$ cat src/rtl/traffic_light_ctrl.sv
// Two-road traffic-light controller: main road rests green, a latched side-road
// request runs one timed MY -> AR1 -> SG -> SY -> AR2 cycle back to MG.
module traffic_light_ctrl #(
  parameter int T_MG = 8,
  parameter int T_Y  = 3,
  parameter int T_AR = 2,
  parameter int T_SG = 6,
  parameter int CW   = 4
) (
  input  logic Clock,
  input  logic Reset,
  input  logic Req,
  output logic MainR,
  output logic MainY,
  output logic MainG,
  output logic SideR,
  output logic SideY,
  output logic SideG,
  output logic Pending
);

  typedef enum logic [2:0] {
    S_MG  = 3'd0,
    S_MY  = 3'd1,
    S_AR1 = 3'd2,
    S_SG  = 3'd3,
    S_SY  = 3'd4,
    S_AR2 = 3'd5
  } state_t;

  localparam logic [CW-1:0] LD_MG = CW'(T_MG - 1);
  localparam logic [CW-1:0] LD_Y  = CW'(T_Y - 1);
  localparam logic [CW-1:0] LD_AR = CW'(T_AR - 1);
  localparam logic [CW-1:0] LD_SG = CW'(T_SG - 1);

  state_t        state_q, state_d;
  logic [CW-1:0] timer_q, timer_d;
  logic          pending_q, pending_d;
  logic          tmr_zero;

  assign tmr_zero = (timer_q == '0);

  // Timer saturates at zero; every transition reloads it for the state being entered.
  always_comb begin
    state_d   = state_q;
    timer_d   = tmr_zero ? '0 : timer_q - CW'(1);
    pending_d = pending_q | Req;
    case (state_q)
      S_MG: begin
        if (tmr_zero && (pending_q || Req)) begin
          state_d = S_MY;
          timer_d = LD_Y;
        end
      end
      S_MY: begin
        if (tmr_zero) begin
          state_d = S_AR1;
          timer_d = LD_AR;
        end
      end
      S_AR1: begin
        if (tmr_zero) begin
          state_d   = S_SG;
          timer_d   = LD_SG;
          pending_d = 1'b0;   // serving the request beats a same-edge Req
        end
      end
      S_SG: begin
        if (tmr_zero) begin
          state_d = S_SY;
          timer_d = LD_Y;
        end
      end
      S_SY: begin
        if (tmr_zero) begin
          state_d = S_AR2;
          timer_d = LD_AR;
        end
      end
      S_AR2: begin
        if (tmr_zero) begin
          state_d = S_MG;
          timer_d = LD_MG;
        end
      end
      default: begin
        state_d = S_MG;
        timer_d = LD_MG;
      end
    endcase
  end

  always_ff @(posedge Clock) begin
    if (Reset) begin
      state_q   <= S_MG;
      timer_q   <= LD_MG;
      pending_q <= 1'b0;
    end else begin
      state_q   <= state_d;
      timer_q   <= timer_d;
      pending_q <= pending_d;
    end
  end

  // Lamps are a pure decode of the state register, so they only move on a clock edge.
  always_comb begin
    MainR = 1'b0;
    MainY = 1'b0;
    MainG = 1'b0;
    SideR = 1'b0;
    SideY = 1'b0;
    SideG = 1'b0;
    case (state_q)
      S_MG: begin
        MainG = 1'b1;
        SideR = 1'b1;
      end
      S_MY: begin
        MainY = 1'b1;
        SideR = 1'b1;
      end
      S_SG: begin
        MainR = 1'b1;
        SideG = 1'b1;
      end
      S_SY: begin
        MainR = 1'b1;
        SideY = 1'b1;
      end
      default: begin
        MainR = 1'b1;
        SideR = 1'b1;
      end
    endcase
  end

  assign Pending = pending_q;

endmodule

$ cat config.mk
export PLATFORM = sky130hd
export DESIGN_NAME = traffic_light_ctrl
export DESIGN_NICKNAME = d
export VERILOG_FILES = /design/src/rtl/traffic_light_ctrl.sv
export SDC_FILE = /design/constraint.sdc
export NUM_CORES = 1
export LEC_CHECK = 0
export CORE_AREA = 4 4 41 43
export CTS_CLUSTER_SIZE = 14
export DETAILED_ROUTE_END_ITERATION = 12
export DIE_AREA = 0 0 45 47
export PLACE_DENSITY = 0.62
export SYNTH_ARGS = -nofsm -noshare
export SYNTH_HDL_FRONTEND = slang
export SYNTH_SLANG_ARGS = --single-unit
$ cat constraint.sdc
create_clock -name Clock -period 1.82 [get_ports Clock]
set_input_delay 0.546 -clock Clock [delete_from_list [all_inputs] [get_ports Clock]]
set_output_delay 0.546 -clock Clock [all_outputs]
set_load 0.05 [all_outputs]
**Word level (Yosys, flattened, before mapping)**

Cells that the tools add are included.

- Bits in registers: 8
- Input bits: 3
- Output and inout port bits: 7
- Logic and storage cells: 46

- Add/sub/neg operators: 1
- Equality and inequality tests: 11
- Muxes and demuxes: 22
- Bitwise logic cells: 1
- Reduce and logical (&&, ||, !) cells: 8

Operator list:

| kind | count |
|---|---|
| 4-bit 2-to-1 mux | 6 |
| 4-bit one-hot mux with 5 select lines | 1 |
| 3-bit 2-to-1 mux | 6 |
| 3-bit one-hot mux with 6 select lines | 1 |
| 2-bit != test, second input constant | 6 |
| 1-bit 2-to-1 mux | 8 |
| 3-bit by 2-bit equality test with 1-bit output, second input constant | 2 |
| 3-bit equality test, second input constant | 2 |
| 6-bit AND reduction | 1 |
| 2-bit OR reduction | 3 |
| 4-bit zero test | 1 |
| 4-bit by 1-bit subtractor with 4-bit output, second input constant | 1 |
| 3-bit by 1-bit equality test with 1-bit output, second input constant | 1 |
| 3-bit zero test | 1 |
| 1-bit logical AND | 1 |
| 1-bit logical OR | 1 |
| 1-bit OR | 1 |

**Depth between registers and ports, before layout**

- Word-level depth: 4
- Mapped depth: 5
- Gate-level depth less buffers: 5

**Worst setup path after synthesis**

No wires, ideal clock.

- Path kind: register to output
- From: register state_q[1]
- To: output port SideR
- Data arrival time: 2359 ps
- Required time: 1274 ps
- Path slack: -1085 ps
- Stages on the path, launching flop included: 4
- Path buffers: 1
- Path through: dfxtp_1 > buf_2 > nor3b_1 > nor2_1

- Word-level cells in the longest chain between the ends: 3
- Elaborated cells on any way between the ends: 4
- Those cells by class: 2 x eq/ne; 1 x mux; 1 x reduce/logical

Ends and longest elaborated chain:

| element | RTL line | RTL |
|---|---|---|
| from (decl) | 36 | `state_t state_q, state_d;` |
| from (signal assigned) | 99 | `state_q <= state_d;` |
| 3-bit by 2-bit equality test with 1-bit output or 3-bit equality test (tied branches) | 113 | `case (state_q)` |
| 2-bit OR reduction (no source line) (*) | n/a |  |
| 1-bit 2-to-1 mux (*) | 113 |  |
| to (decl) | 16 | `output logic SideR,` |

Every way passes the cells marked *; elsewhere a longest branch is shown, timed or not.

**Final worst setup path**

- From: register state_q[0]
- To: output port SideR

The elaborated chain is that of the path after synthesis.

==> run summary <==
Static Leak: 0.288 nW
share of power burned in registers: 0.502
DRC violations left: 0
Clk pin slew, worst setup/hold paths: 0.06 ns
Post-Route WL: 1160 um
Ports: 10
clk buf depth: 2
Yosys top cell by area: dfxtp_1
Int Pwr: 0.000283 W
clock share of power: 0.362
drt wl/cell: 13.5 um
flip-flop and latch count after synthesis: 8
core area: 1300 sq um
clock latency on the worst-skew pair: 0.25 ns
Hold Path Class: register to register
post-route ant nets: 0
most frequent cells in the layout: 7 x nor2_1, 7 x buf_4, 6 x dfxtp_1, 6 x buf_12, 4 x inv_1
area grow syn2layout: 50.9%
post-layout util: 0.570
final hold slack: 0.534 ns
Hold Path Cell Cnt: 1
GPL Wtd Cong: 0.735
MaxCap Viol Count: 0
initial antenna violation count: 0
Root Driver: clkbuf_4
Worst Slack Setup Final: 0.0850 ns
pin count of the biggest net entering global routing: 12
# port buffers: 9
CTS Buf Count: 3
register area share after synthesis: 0.326
final setup vio count: 0
fin cells: 86
Via Count: 456
pwr/cell area: 509 nW/um^2
outcome: completed
top-area cell type share of the netlist area: 0.326
Worst-Margin Slew: 0.369 ns
placed cell area: 714 sq um
DRT iter0 DRCs: 5
Final Skew: 0.00377 ns
Avg Cell Area, Syn: 8.78 sq um
hold buffers post-CTS: 0
leading post-synthesis cells by cell area: dfxtp_1 33%, nor2_1 6.9%, ha_1 5.1%, mux2i_1 4.1%, nor3b_4 3.8%
first-pass GRT wire length: 1950 um
R2R cell count: 5
GRT Util Overall: 0.130
fmax: 576 MHz
Die Wd: 45 um
Critical Path End Type: primary output
Slew Viols, Final: 0
synth unique cells: 29
pre-CTS setup slack: 0.0215 ns
RSZ-0062 raised after global routing: false
diode count: 0
hpwl dp: 941 um
Net Switching: 0.0000943 W
minimum clock period: 1.74 ns
post-route cell area: 742 sq um
# nets final: 78
H-tree Lvls: 1
Worst Setup Start Kind: register
die area: 2120 sq um
vias in the first global route: 446
Ys Warns: 0
Initial Utilization: 0.378
GR Overflow Total: 0
post-synthesis cell count: 56
period utilisation layout: 0.953
Worst IR Drop VDD: 0.334 mV
FP Rows: 13
syn nets: 61
share of cells above drive strength 1: 0.366
Vias/cell: 5.30
placed cell count: 83
CTS tree: done
Sw Ratio: 0.250
CP arrival: 1.19 ns
Rel. slew slack: 0.747
CP required: 1.27 ns
TritonRoute pass-1 iters: 5
Final Hold Vio Count: 0
crit path kind: register to primary output
die height: 47 um
Post-Syn Area: 492 sq um
worst-path fanout max: 4
CTS Sinks: 8
combinational share of power: 0.136
## critical path, stage by stage (launching register included)
cell	delay [ns]
dfxtp_2	0.36
inv_1	0.08
nor3b_4	0.25
nor2_2	0.08
buf_12	0.15
## cells in the mapped netlist
| library cell | n |
|---|---|
| nor2_1 | 9 |
| dfxtp_1 | 8 |
| inv_1 | 4 |
| buf_2 | 3 |
| nor3_1 | 3 |
| a21oi_1 | 2 |
| and2_1 | 2 |
| ha_1 | 2 |
| mux2i_1 | 2 |
| o31ai_1 | 2 |
| a2111oi_0 | 1 |
| a21o_1 | 1 |
| a311o_1 | 1 |
| a311oi_1 | 1 |
| a31o_1 | 1 |
| and2b_2 | 1 |
| and4bb_4 | 1 |
| mux2_1 | 1 |
| nor2b_1 | 1 |
| nor3b_1 | 1 |
| nor3b_4 | 1 |
| nor4_1 | 1 |
| nor4b_1 | 1 |
| o211ai_1 | 1 |
| o21ai_0 | 1 |
| o21ai_1 | 1 |
| or2_1 | 1 |
| or4b_1 | 1 |
| xnor2_1 | 1 |
## metrics by stage
step	total power, W	TNS [ns]
finish	0.000378	0
global route	0.000395	0
floorplan	0.000225	-0.216
CTS	0.000385	0
detailed placement	0.000245	0
global placement	0.000244	0
## cell type report
type | count | area [sq um]
Timing Repair Buffer | 15 | 193
Tap cell | 15 | 18.8
Clock buffer | 3 | 22.5
Multi-Input combinational cell | 41 | 330
Sequential cell | 8 | 163
Fill cell | 125 | 559
Inverter | 4 | 15.0
## per-layer routing
layer  GRT usage  part of all wire  vias to the layer above
met1       0.155              0.45                      215
met5           0                 0                        -
li1            -                 -                      237
met4      0.0526                 0                        0
met2       0.220              0.52                        4
met3      0.0345             0.036                        0
## registers in the layout (all words and copies together) (netlist names)
register	flops
Pending	1
timer_q	4
state_q	3
## power groups by stage
stage / clock, W / combinational (W) / sequential, W
final: 0.000137 / 0.0000514 / 0.000190
after global routing: 0.000148 / 0.0000566 / 0.000190
after CTS: 0.000144 / 0.0000520 / 0.000189
after detailed placement: 0 / 0.0000517 / 0.000193
after global placement: 0 / 0.0000507 / 0.000193
after floorplan: 0 / 0.0000275 / 0.000197
## timing repair
| item | 4_1_cts | 5_1_grt |
|---|---|---|
| cloned | 0 | 0 |
| endpoints found under the setup margin | 1 | 1 |
| gates resized for setup | 2 | 1 |
| setup buffers | 0 | 0 |
## path summary, 6_finish.rpt
kind | start | end | slack, ns
worst max register to register | timer_q[0] | state_q[0] | 0.20
worst max-delay path | state_q[0] | SideR | 0.08
worst min-delay path | timer_q[2] | timer_q[2] | 0.53
worst min register to register | timer_q[2] | timer_q[2] | 0.53
## cell families after synthesis
logic type | count (synthesis) | share of synthesized area
flip-flops | 8 | 0.326
XOR/XNOR | 1 | 0.0178
buffers and inverters | 7 | 0.0611
AND/OR/NAND/NOR | 23 | 0.305
adder cells (fa/ha/maj) | 2 | 0.0509
multiplexers | 3 | 0.0636
AO/OA/AOI/OAI | 12 | 0.176
Power figures use the tool's default switching activity.
